### src/rtl/config_pkg.sv
`default_nettype none
// ============================================================================
// Module      : config_pkg
// Description : fdivsqrt datapath configuration shared by all blocks.
//               DIVb : number of fractional quotient/root bits; operands
//                      handled by the digit generator are DIVb+1 bits wide.
// Revision    : 1.0 - initial release
// ============================================================================
package config_pkg;
  localparam int unsigned DIVb = 10;
endpackage
`default_nettype wire

### src/rtl/fdivsqrt_digitgen4_pkg.sv
`default_nettype none
// ============================================================================
// Module      : fdivsqrt_digitgen4_pkg
// Description : Shared radix-4 digit definitions for the fdivsqrt digit
//               generator and on-the-fly converter: one-hot udigit codes,
//               derived widths and the generator state type.
// Revision    : 1.0 - initial release
// ============================================================================
package fdivsqrt_digitgen4_pkg;
  import config_pkg::*;

  localparam int unsigned OPW   = DIVb + 1;          // operand width
  localparam int unsigned ND    = (DIVb + 3) / 2;    // digits per operand
  localparam int unsigned XW    = 2 * ND + 1;        // extended operand width
  localparam int unsigned CNT_W = (ND > 1) ? $clog2(ND) : 1;

  // One-hot digit encoding, identical to what the converter decodes.
  localparam logic [3:0] UD_P2   = 4'b1000;
  localparam logic [3:0] UD_P1   = 4'b0100;
  localparam logic [3:0] UD_M1   = 4'b0010;
  localparam logic [3:0] UD_M2   = 4'b0001;
  localparam logic [3:0] UD_ZERO = 4'b0000;

  typedef enum logic [0:0] {
    ST_IDLE = 1'b0,
    ST_RUN  = 1'b1
  } state_t;
endpackage
`default_nettype wire

### src/rtl/fdivsqrt_digitgen4_if.sv
`default_nettype none
// ============================================================================
// Module      : fdivsqrt_digitgen4_if
// Description : Operand load and digit stream bundle of the digit generator.
//   flush     : synchronous abort (master -> slave)
//   in_valid  : operand X offered       in_ready : operand accepted
//   X         : DIVb+1 bit operand
//   out_valid : digit presented         out_ready: digit consumed
//   udigit    : one-hot digit           C        : position mask
//   out_last  : least-significant digit of the operand
// Revision    : 1.0 - initial release
// ============================================================================
interface fdivsqrt_digitgen4_if;
  import config_pkg::*;

  logic            flush;
  logic            in_valid;
  logic            in_ready;
  logic [DIVb:0]   X;
  logic            out_valid;
  logic            out_ready;
  logic [3:0]      udigit;
  logic [DIVb:0]   C;
  logic            out_last;

  modport master (
    output flush, in_valid, X, out_ready,
    input  in_ready, out_valid, udigit, C, out_last
  );

  modport slave (
    input  flush, in_valid, X, out_ready,
    output in_ready, out_valid, udigit, C, out_last
  );
endinterface
`default_nettype wire

### src/rtl/fdivsqrt_booth4enc.sv
`default_nettype none
// ============================================================================
// Module      : fdivsqrt_booth4enc
// Description : Combinational radix-4 Booth recoder. Maps an overlapping
//               bit triple to the digit d = -2*b2 + b1 + b0 in one-hot form.
//   i_b2, i_b1, i_b0 : bit triple, i_b2 most significant
//   o_udigit         : one-hot digit, 0000 for zero
// Revision    : 1.0 - initial release
// ============================================================================
module fdivsqrt_booth4enc
  import fdivsqrt_digitgen4_pkg::*;
(
  input  logic       i_b2,
  input  logic       i_b1,
  input  logic       i_b0,
  output logic [3:0] o_udigit
);

  always_comb begin
    o_udigit = UD_ZERO;
    case ({i_b2, i_b1, i_b0})
      3'b001, 3'b010: o_udigit = UD_P1;
      3'b011:         o_udigit = UD_P2;
      3'b100:         o_udigit = UD_M2;
      3'b101, 3'b110: o_udigit = UD_M1;
      default:        o_udigit = UD_ZERO;
    endcase
  end

endmodule
`default_nettype wire

### src/rtl/fdivsqrt_digitgen4.sv
`default_nettype none
// ============================================================================
// Module      : fdivsqrt_digitgen4
// Description : Radix-4 signed-digit generator. Loads an unsigned operand
//               and streams it MSB-first as Booth digits in {-2..+2}, one
//               per handshake, together with the converter's C mask.
//   clk     : clock
//   reset_n : asynchronous active-low reset
//   bus     : slave side of fdivsqrt_digitgen4_if (load + digit stream)
// Revision    : 1.0 - initial release
// ============================================================================
module fdivsqrt_digitgen4
  import config_pkg::*;
  import fdivsqrt_digitgen4_pkg::*;
(
  input  logic                  clk,
  input  logic                  reset_n,
  fdivsqrt_digitgen4_if.slave   bus
);

  state_t             r_state;
  state_t             w_state_nxt;
  logic [XW-1:0]      r_xe;
  logic [CNT_W-1:0]   r_cnt;
  logic [OPW-1:0]     r_c;
  logic [3:0]         w_enc;
  logic               w_run;
  logic               w_last;
  logic               w_load;
  logic               w_adv;

  assign w_run  = (r_state == ST_RUN);
  assign w_last = w_run && (r_cnt == '0);
  assign w_load = (r_state == ST_IDLE) && bus.in_valid && !bus.flush;
  assign w_adv  = w_run && bus.out_ready && !bus.flush;

  // The current digit always sits in the top three bits of the shifted operand.
  fdivsqrt_booth4enc u_enc (
    .i_b2     (r_xe[XW-1]),
    .i_b1     (r_xe[XW-2]),
    .i_b0     (r_xe[XW-3]),
    .o_udigit (w_enc)
  );

  // State register
  always_ff @(posedge clk or negedge reset_n) begin
    if (!reset_n) r_state <= ST_IDLE;
    else          r_state <= w_state_nxt;
  end

  // Next-state logic; flush overrides everything, including a load.
  always_comb begin
    w_state_nxt = r_state;
    case (r_state)
      ST_IDLE: if (bus.in_valid)              w_state_nxt = ST_RUN;
      ST_RUN:  if (bus.out_ready && w_last)   w_state_nxt = ST_IDLE;
      default:                                w_state_nxt = ST_IDLE;
    endcase
    if (bus.flush) w_state_nxt = ST_IDLE;
  end

  // Operand shifter, digit counter and C mask.
  always_ff @(posedge clk or negedge reset_n) begin
    if (!reset_n) begin
      r_xe  <= '0;
      r_cnt <= '0;
      r_c   <= '0;
    end else if (w_load) begin
      // Zero-extended {X, x[-1]=0}; the top pad keeps the MSB digit positive.
      r_xe  <= XW'({bus.X, 1'b0});
      r_cnt <= CNT_W'(ND - 1);
      r_c   <= {2'b11, {(OPW-2){1'b0}}};
    end else if (w_adv && !w_last) begin
      r_xe  <= r_xe << 2;
      r_cnt <= r_cnt - 1'b1;
      r_c   <= {2'b11, r_c[OPW-1:2]};
    end
  end

  // Outputs depend on registered state only.
  always_comb begin
    bus.in_ready  = (r_state == ST_IDLE);
    bus.out_valid = w_run;
    bus.out_last  = w_last;
    bus.udigit    = w_run ? w_enc : UD_ZERO;
    bus.C         = r_c;
  end

  a_udigit_onehot0: assert property (@(posedge clk) disable iff (!reset_n)
    $onehot0(bus.udigit));

endmodule
`default_nettype wire
### src/flat_wrapper.sv
// flat-port wrapper written by rule: the top's interface ports become plain ports
module fdivsqrt_digitgen4_flat import config_pkg::*; import fdivsqrt_digitgen4_pkg::*;
  (clk, reset_n, bus_flush, bus_in_valid, bus_X, bus_out_ready, bus_in_ready, bus_out_valid, bus_udigit, bus_C, bus_out_last);
  fdivsqrt_digitgen4_if bus_i ();
  input  logic clk;
  input  logic reset_n;
  input wire logic [$bits(bus_i.flush)-1:0] bus_flush;
  input wire logic [$bits(bus_i.in_valid)-1:0] bus_in_valid;
  input wire logic [$bits(bus_i.X)-1:0] bus_X;
  input wire logic [$bits(bus_i.out_ready)-1:0] bus_out_ready;
  output wire logic [$bits(bus_i.in_ready)-1:0] bus_in_ready;
  output wire logic [$bits(bus_i.out_valid)-1:0] bus_out_valid;
  output wire logic [$bits(bus_i.udigit)-1:0] bus_udigit;
  output wire logic [$bits(bus_i.C)-1:0] bus_C;
  output wire logic [$bits(bus_i.out_last)-1:0] bus_out_last;
  assign bus_i.flush = bus_flush;
  assign bus_i.in_valid = bus_in_valid;
  assign bus_i.X = bus_X;
  assign bus_i.out_ready = bus_out_ready;
  assign bus_in_ready = bus_i.in_ready;
  assign bus_out_valid = bus_i.out_valid;
  assign bus_udigit = bus_i.udigit;
  assign bus_C = bus_i.C;
  assign bus_out_last = bus_i.out_last;
  fdivsqrt_digitgen4 u_core (.clk(clk), .reset_n(reset_n), .bus(bus_i));
endmodule
### config.mk
export PLATFORM = sky130hd
export DESIGN_NAME = fdivsqrt_digitgen4_flat
export DESIGN_NICKNAME = d
export VERILOG_FILES = /design/src/rtl/config_pkg.sv /design/src/rtl/fdivsqrt_digitgen4_pkg.sv /design/src/rtl/fdivsqrt_digitgen4_if.sv /design/src/rtl/fdivsqrt_booth4enc.sv /design/src/rtl/fdivsqrt_digitgen4.sv /design/src/flat_wrapper.sv
export SDC_FILE = /design/constraint.sdc
export NUM_CORES = 1
export LEC_CHECK = 0
export ABC_AREA = 1
export CELL_PAD_IN_SITES_DETAIL_PLACEMENT = 1
export CELL_PAD_IN_SITES_GLOBAL_PLACEMENT = 2
export CORE_AREA = 4 4 74 76
export DETAILED_ROUTE_END_ITERATION = 8
export DIE_AREA = 0 0 78 80
export GPL_ROUTABILITY_DRIVEN = 0
export GPL_TIMING_DRIVEN = 0
export PLACE_DENSITY_LB_ADDON = 0.2
export SLEW_MARGIN = 0
export SYNTH_ARGS = -nofsm -noshare
export SYNTH_HDL_FRONTEND = slang
export SYNTH_SLANG_ARGS = --single-unit
export TNS_END_PERCENT = 5
### constraint.sdc
create_clock -name clk -period 1.7 [get_ports clk]
set_input_delay 0.255 -clock clk [delete_from_list [all_inputs] [get_ports clk]]
set_output_delay 0.255 -clock clk [all_outputs]
set_load 0.02 [all_outputs]
## Word level (Yosys, flattened, before mapping)

Cells that the tools add are included.

| operators by class | value |
|---|---|
| reduce and logical (&&, ||, !) cells | 13 |
| bitwise logic cells | 1 |
| eq/ne operators | 6 |
| multiplexer cells | 12 |
| add/subtract/negate cells | 1 |

Operators by type and width:

| operator | count |
|---|---|
| two-way mux 13 bit | 2 |
| two-way mux 11 bit | 2 |
| case mux 4 bit (4 select lines) | 1 |
| == test 3 bit (second input constant) | 3 |
| logical AND 1 bit | 7 |
| == test 3 x 2 -> 1 bit (second input constant) | 2 |
| two-way mux 3 bit | 2 |
| two-way mux 4 bit | 1 |
| OR reduction 2 bit | 2 |
| == test 3 x 1 -> 1 bit (second input constant) | 1 |
| zero test 3 bit | 1 |
| two-way mux 1 bit | 3 |
| subtractor 3 x 1 -> 3 bit (second input constant) | 1 |
| zero test 1 bit | 2 |
| case mux 1 bit (2 select lines) | 1 |
| nonzero test 2 bit | 1 |
| NOT 1 bit | 1 |

| storage, ports and cells | value |
|---|---|
| logic and storage cells | 37 |
| input bits | 16 |
| register bits | 28 |
| output and inout bits | 18 |

## Logic depth before layout (Yosys ltp)

Gate-level depths: netlist of run 1.

| logic depth | value |
|---|---|
| depth after elaboration | 6 |
| depth in mapped cells | 8 |
| gate-level depth less buffers | 7 |

## By module

Synthesis of run 1 repeated with hierarchy kept, for this count alone.

| second synthesis, totals | value |
|---|---|
| cells, all modules | 176 |
| area total of the unflattened synthesis | 1,328.8 sq um |

By module, submodules not included:

| module | seq. area each (sq um) | cells each | times used | area each (sq um) |
|---|---|---|---|---|
| fdivsqrt_digitgen4 | 550.5 | 165 | 1 | 1,270.0 |
| fdivsqrt_booth4enc | 0.0 | 11 | 1 | 58.8 |

## Least setup slack after synthesis of run 1

No wires, ideal clock.

| path | value |
|---|---|
| kind | flip-flop to output port |
| start point | reg u_core.r_state (netlist: u_core.bus.out_valid) |
| end point | out bus_udigit[0] |
| buffers on the path | 0 |
| stages on the path, launching flop included | 3 |
| arrival | 1.450 ns |
| required time | 1.445 ns |
| setup slack | -0.005 ns |
| cell sequence | dfrtp_1 inv_1 nor4_1 |

| between the ends | value |
|---|---|
| longest elaborated chain between the ends | 1 |

Ends and longest elaborated chain:

| what | line | text |
|---|---|---|
| start, declared | fdivsqrt_digitgen4.sv:21 | `state_t r_state;` |
| start signal, assigned | fdivsqrt_digitgen4.sv:48 | `else r_state <= w_state_nxt;` |
| two-way mux 4 bit | fdivsqrt_digitgen4.sv:85 | `bus.udigit = w_run ? w_enc : UD_ZERO;` |
| end, declared | flat_wrapper.sv:13 | `output wire logic [$bits(bus_i.udigit)-1:0] bus_udigit;` |

No other way between the ends.

## Worst setup path after layout of run 1

| path | value |
|---|---|
| start point | reg u_core.r_c[4] (netlist: u_core.bus.C[4]) |
| end point | out bus_C[4] |

RTL lines:

| what | line | text |
|---|---|---|
| start, declared | fdivsqrt_digitgen4.sv:25 | `logic [OPW-1:0] r_c;` |
| start signal, assigned | fdivsqrt_digitgen4.sv:72 | `r_c <= {2'b11, {(OPW-2){1'b0}}};` |
| start signal, assigned | fdivsqrt_digitgen4.sv:76 | `r_c <= {2'b11, r_c[OPW-1:2]};` |
| end, declared | flat_wrapper.sv:14 | `output wire logic [$bits(bus_i.C)-1:0] bus_C;` |

No word-level cell between the ends.

==> results of run 1 <==
==> layer usage <==
metal  global-route usage (%)  up-vias  wire, um
li1                         -      557         -
met5                        0        -         0
met2                    19.35       15      1615
met4                    2.622        0        25
met1                    15.12      535      1599
met3                    3.047        2       142
==> how the worst max path moves through the flow <==
stage	start	to	slack (ps)	cells past startpoint
finish	u_core.bus.C[4]$_DFFE_PN0P_	bus_C[4]	70	2
global route	u_core.bus.C[6]$_DFFE_PN0P_	bus_C[6]	0.9	2
CTS	u_core.bus.out_valid$_DFF_PN0_	bus_udigit[1]	2	3
detailed placement	u_core.r_cnt[0]$_DFFE_PN0P_	bus_out_last	-140	5
global placement	u_core.r_cnt[0]$_DFFE_PN0P_	bus_out_last	-120	5
floorplan	u_core.bus.out_valid$_DFF_PN0_	bus_udigit[1]	110	2
==> power groups by stage <==
stage / registers [W] / clock network, W / logic (W)
2_1_floorplan: 0.000767 / 0 / 0.000408
3_3_place_gp: 0.000769 / 0 / 0.000618
3_5_place_dp: 0.000778 / 0 / 0.000638
4_1_cts: 0.000768 / 0.000408 / 0.000646
5_1_grt: 0.000790 / 0.000431 / 0.000723
6_report: 0.000765 / 0.000389 / 0.000628
==> state kept, by name, summed over array words and instances, names as in the netlist <==
name,flops
u_core.bus.C,6
u_core.bus.out_valid,1
u_core.r_cnt,3
u_core.r_xe,12
==> worst reg2reg max path, cell delays in order, from the launching register on <==
cell and delay (ps):
dfrtp_2 480, nor2_4 280, nand2_2 160, buf_4 210, nand2_1 70, nand2_1 50, nand2_1 50, nand2_1 40
==> through the flow <==
stage	TNS, ps	hold WS, ps	util [%]
finish	0	433.5	35.21
global route	0	459.3	35.21
CTS	0	427.5	35.44
detailed placement	-1137	472.2	34.28
global placement	-761.2	463.8	34.28
floorplan	0	-40.59	-
==> final cells by class <==
class	instances	area, sq um
buffer	12	90.09
clock buffer	4	55.05
fill	577	3060
inverter	9	33.78
multi-input combinational	110	550.5
sequential	22	551.8
tap	67	83.83
timing repair buffer	32	297.8
==> cells by family after synthesis <==
group	count (synthesis)	synth area share [%]
AOI/OAI and AO/OA	1	0.4137
xor gates and xnor gates	1	0.7248
DFF	22	45.55
buffers and inverters	21	10.25
and+or+nand+nor	106	40.99
adders and majority gates	2	2.070
==> placed cells by master (no fill, tap or decap), types with 3 or more instances in the layout <==
cell / n
dfrtp_1: 21
nand3_1: 36
buf_4: 7
inv_1: 9
clkbuf_8: 4
nand2_1: 55
clkbuf_2: 3
buf_2: 4
nor2_1: 3
clkdlybuf4s50_1: 26
==> what timing repair did <==
item / CTS / global route
pin swaps: 1 / 0
endpoints found under the setup margin: 7 / 3
hold buffers: 0 / 0
endpoints found under the hold margin: 0 / 0
gates resized for setup: 12 / 9
==> summary by stage, run 1 <==
CTS
Clock latency on the worst-skew pair, taken at its later pin, is about 270 ps. Once the clock tree was built, the setup fixing pass inserted 0 buffers. Counting along the longest clock path gives a buffer depth of 2.

The clock-pin transition on the worst setup and hold timing paths is around 90 ps. The number of levels in the clock H-tree is 1. The number of clock sinks is 22. The TritonCTS clock tree is done.

Counting the buffers created by CTS gives 3. Clock tree synthesis selected as its root buffer the cell clkbuf_8.

Floorplan
The initial utilization of the core area, before any placement, comes to ~26%. The core footprint is around 0.0047 sq mm. The die area is about 0.0062 sq mm. The width of the die is ~78 um.

The initialized floorplan defines 25 standard-cell rows. The die is about 80 um tall. 34 I/O pins were placed.

Worst setup path
The endpoint of the lowest-slack register-to-register path is u_core.r_xe[4]$_DFFE_PN0P_. The worst setup path is launched from a flop. The family with the most delay on the worst path is buffers and inverters.

The arrival time of data at the critical path endpoint is 1370 ps. The length in cells of the worst reg-to-reg path is 7. The worst-path maximum fanout is 4. The critical path goes through buf_4 -> clkdlybuf4s50_1.

Counting both buffers and inverters, the worst setup path holds a total of 2. The register-to-register setup slack is between 200 and 300 ps. The largest incremental delay on the critical path is about 600 ps.

The setup path with the least slack is of type reg2out. The required time of the worst setup path is about 1400 ps. The master of the slowest instance on the critical path is clkdlybuf4s50_1.

The sort of element at the end of the critical path is an output pin. The startpoint of the lowest-slack register-to-register path is u_core.bus.out_valid$_DFF_PN0_.

STA
The smallest clock period supported by the final layout is computed as around 1600 ps. The transition time of the tightest slew-check pin is ~1000 ps. The slack of the critical path is a little over 70 ps. The total setup violations reported at the end of the flow is 0. The number of max-slew violations in the final report was 0.

The worst pin sits at a relative slew slack of roughly 30%. The final hold violation count is 0. The final period utilization is between 90% and 100%. Based on the critical path, the design can be clocked at up to roughly 0.6 GHz.

Setup repair after global routing left no endpoint under its margin. Between clock sinks in the finished design, the worst skew comes to approximately 4 ps.

GRT
The sum of overflow across all layers after global routing is 0. The first global-routing pass estimated approximately 5.8 mm of wire. Entering global routing, the biggest net connects 23 pins. The via count of the first global-routing pass is approximately 1200. The global routing usage summed across all routing layers is between 10% and 20%.

The number of antenna violations at the first check in global routing is 0.

Synthesis
The number of nets handed over by synthesis was between 150 and 200. Of all cell types, the one taking the most synthesized area is dfrtp_1. The cell area after technology mapping is 0.001209 sq mm. By instance count, the leading cell after synthesis is nand2_1.

The count of warnings emitted by yosys is 0. After synthesis, the cell types taking the most area are dfrtp_1 46%, nand2_1 17%, nand3_1 15%, buf_4 4.3%, inv_1 2.8%. Synthesis inferred 22 register bits. The share of the synthesized area in the top cell type is 45.55%.

In the synthesized netlist the async set-or-reset flop fraction comes to 100.0%. After technology mapping, the gate count stands at around 150. The post-synthesis average cell area is about 7.9 sq um. In this run, distinct cell masters in the synthesized netlist total 19. In this run, synthesis inferred 0 flip-flops with an integrated enable. By count the netlist is led by 55 x nand2_1, 36 x nand3_1, 22 x dfrtp_1. The main flop type after synthesis is dfrtp_1.

The portion of the post-synthesis area used by sequential elements is 45.55%.

Power and ir drop
The relative contribution of combinational cells to total power is between 30% and 40%. Of the total power, the share spent switching nets is a little over a third. The power per cell area is 1072 mW/mm^2. In this run, flip-flops and latches consume a little over two fifths of the power.

The maximum ir drop on the vdd rail is 0.5335 mV. The post-route total power is roughly 0.0018 W. Cell internal power was estimated by the tool at 0.001140 W. The switching power total is about 0.00064 W. For this design the static power due to leakage is about 0.84 nW. The portion of total power attributed to the clock network is a little over a fifth.

Cells and area
The final instance count without filler cells is approximately 260. The number of antenna diodes is 0. The fraction of layout instances using a drive strength above 1 is about 16%. The finished cells cover 0.001663 sq mm. For this run, the post-layout net count is around 210. Compared with the post-synthesis result, the final layout area differs by 37.58%.

Worst hold path
The startpoint identified for the worst hold timing path is bus_in_valid. The end point of the most critical hold path is u_core.r_xe[5]$_DFFE_PN0P_. The cell depth of the worst hold path is 5. The worst min-delay path class is in2reg.

Routing
The detailed-route via count is around 1100. The average routed wire per standard cell is ~13 um. The detail route stage leaves a number of antenna-violating nets equal to 0. After detailed routing, the number of vias per cell comes to between 4 and 5.

In the routed design, unresolved DRC markers number 0. The total wirelength of the detailed-routed design is 3.383 mm. The number of iterations in the first detailed-routing pass is 4. The DRC violation total after the first TritonRoute iteration is 67.

Job
Across the run, the number of max-cap violations was 0.

Run status
The run finished with clean final reports.

Placement
At the placement stage, the worst setup path has a slack of -136.8 ps. The placed cell count is 252. The wire-length estimate of the detail-placed layout is between 2 and 3 mm. The number of I/O port buffers is 32. The placed instances occupy a cell area of around 0.0016 sq mm.
Power figures use the tool's default switching activity.
==> inputs of run 2 (changes only) <==
CORE_AREA = 2 2 72 74   (was 4 4 74 76)
DIE_AREA = 0 0 74 76   (was 0 0 78 80)
==> summary by stage, run 2 (same netlist as run 1, synthesis figures left out) <==
STA
The final hold violation count was 0. Derived from the worst setup path, the maximum achievable clock frequency is 0.6134 GHz. Hold is met by 432.1 ps.

Setup repair after global routing could not meet its margin everywhere. The final period utilization is a little over nine tenths. Setup violations remaining at the end of the flow were counted as 0. The minimum clock period after layout is about 1600 ps. For the pin with the worst max-slew slack, the measured transition is between 1000 and 1500 ps. The tightest slew margin relative to the limit is a little under a third. The number of max-slew violations in the final report came to 0. Across the routed clock network, the largest skew measured is approximately 3.4 ps.

Worst setup path
The kind of start point of the critical path is a flop. The endpoint of the lowest-slack register-to-register path is u_core.r_xe[9]$_DFFE_PN0P_. The arrival time of data at the critical path endpoint is around 1400 ps. The critical path is of the reg2out type. The sort of element at the end of the critical path is an output pin. The register-to-register setup slack is between 200 and 300 ps. The startpoint of the lowest-slack register-to-register path is u_core.bus.out_valid$_DFF_PN0_. The worst-path maximum fanout is 4.

The required time of the worst setup path is around 1400 ps. Measured in cells, the most critical reg-to-reg path has a length of 7.

GRT
Entering global routing, the biggest net connects 23 pins. Global routing used 12.13% of the available tracks across all layers. The sum of overflow across all layers after global routing is 0.

The via count of the first global-routing pass is ~1100. The first global-routing pass estimated around 5.4 mm of wire. The number of antenna violations at the first check in global routing is 0.

Cells and area
More flip-flops sit in one register than any other, and that register is u_core.r_xe. In the layout the commonest cells are 55 x nand2_1, 36 x nand3_1, 25 x clkdlybuf4s50_1. The growth of design area from synthesis to finish is 38.30%. The most common library cell in the layout ignoring fill and taps is nand2_1. 0 antenna diodes ended up in the layout.

The register with the most flip-flops in the layout has 12 of them. Cells with a size suffix above 1 make up about 16% of the layout. In the final design database the tool counted 208 nets.

CTS
TritonCTS built the clock tree. After clock tree synthesis, the clock-pin slew on the worst setup and hold paths is around 80 ps. The number of clock sinks is 22.

The post-CTS setup repair buffer count is 0. The root buffer cell is clkbuf_8. The number of hold buffers added after CTS was 0.

The number of levels in the clock H-tree is 1. The number of clock buffers added by TritonCTS is 3. The maximum buffer depth of the clock tree is 2.

The clock latency of the later-clocked register in the worst-skew pair is roughly 260 ps.

Run status
The run finished with clean final reports.

Power and ir drop
The design draws roughly 0.0018 W. The maximum ir drop on the vdd rail is approximately 0.39 mV. The power per cell area is approximately 1100 mW/mm^2. For this design the static power due to leakage is about 0.85 nW.

Worst hold path
The path with the worst hold slack has its endpoint at u_core.r_xe[6]$_DFFE_PN0P_. The worst min-delay path class is in2reg. The startpoint of the most critical hold path is bus_in_valid. Along the worst hold path, the cell count comes to 5.

Floorplan
The die area is 0.005624 sq mm. The floorplan has 26 rows. The y dimension of the die is 76 um. The die is 74 um wide.

Pin placement for this block handled 34 I/O pins. The core footprint is 0.004912 sq mm. The initial utilization of the core area, before any placement, comes to 24.61%.

Routing
The number of remaining DRC errors is 0. The DRC violation total after the first TritonRoute iteration is 38. The routed design has roughly 3.2 mm of wire.

The detail route stage leaves a number of antenna-violating nets equal to 0. The pre-antenna-repair detailed-routing pass consisted of 4 iterations. The average routed wire per standard cell is around 12 um. The detailed-route vias per instance is 4.270. Detailed routing inserted a total of roughly 1100 vias.

Placement
The number of I/O port buffers is 32. The detailed placer's ending HPWL is approximately 2.4 mm.

Job
The tool flagged a number of max-cap violations equal to 0.
==> run 2: changes by cell type in the layout (fill, tap and decap cells not counted), sizes merged <==
cell and delta:
clkdlybuf4s50 -1, buf +1, clkbuf -2, dlygate4sd1 +1, dlygate4sd2 +1
==> run 2: metal layers <==
| layer | vias up | global-route usage (%) | share of wire, % |
|---|---|---|---|
| li1 | 556 | - | - |
| met1 | 532 | 18.08 | 49 |
| met2 | 14 | 17.95 | 48 |
| met3 | 4 | 2.513 | 2.8 |
| met4 | 0 | 2.727 | 0.85 |
| met5 | - | 0 | 0 |
==> run 2: what timing repair did <==
item | in CTS | in global routing
pin swaps | 1 | 0
gates resized for setup | 12 | 6
endpoints found under the setup margin | 7 | 3
==> run 2: area by class of cell <==
cell class                      count  area, sq um
Inverter                            9        33.78
Buffer                             12        90.09
Sequential cell                    22        551.8
Tap cell                           70        87.58
Fill cell                         590         3241
Multi-Input combinational cell    110        550.5
Clock buffer                        4        55.05
Timing Repair Buffer               32        302.8
==> run 2: critical path, cell delays in order (launching register included) <==
cell and delay [ps]:
dfrtp_1 400, buf_4 120, clkdlybuf4s50_1 590
==> run 2: worst max-delay path by stage <==
stage / start / endpoint / slack, ps / cells past startpoint
after floorplan: u_core.bus.out_valid$_DFF_PN0_ / bus_udigit[1] / 110 / 2
after global placement: u_core.r_cnt[0]$_DFFE_PN0P_ / bus_out_last / -110 / 5
after detailed placement: u_core.r_cnt[0]$_DFFE_PN0P_ / bus_out_last / -120 / 5
after CTS: u_core.bus.out_valid$_DFF_PN0_ / bus_udigit[1] / 20 / 3
after global routing: u_core.bus.out_valid$_DFF_PN0_ / bus_udigit[2] / -4 / 3
final: u_core.bus.C[2]$_DFFE_PN0P_ / bus_C[2] / 70 / 2
==> run 2: power by group <==
group | internal, W | switching [W] | total [W] | leakage (nW)
Sequential | 0.000658 | 0.000104 | 0.000762 | 0.281
Combinational | 0.000277 | 0.000349 | 0.000626 | 0.537
Clock | 0.000207 | 0.000179 | 0.000386 | 0.0288
Total | 0.00114 | 0.000633 | 0.00177 | 0.847
==> run 2: stage by stage <==
step / cells / setup TNS (ps) / utilization (%) / instance area (sq um) / worst slack (ps)
after CTS: 259 / 0 / 34.16 / 1678 / 22.27
after floorplan: 153 / 0 / - / 1215 / 112.0
after global routing: 259 / -4.283 / 34.03 / 1672 / -4.283
after global placement: 255 / -938.9 / 33.04 / 1623 / -111.5
after detailed placement: 255 / -1194 / 33.04 / 1623 / -119.4
final: 259 / 0 / 34.03 / 1672 / 69.67
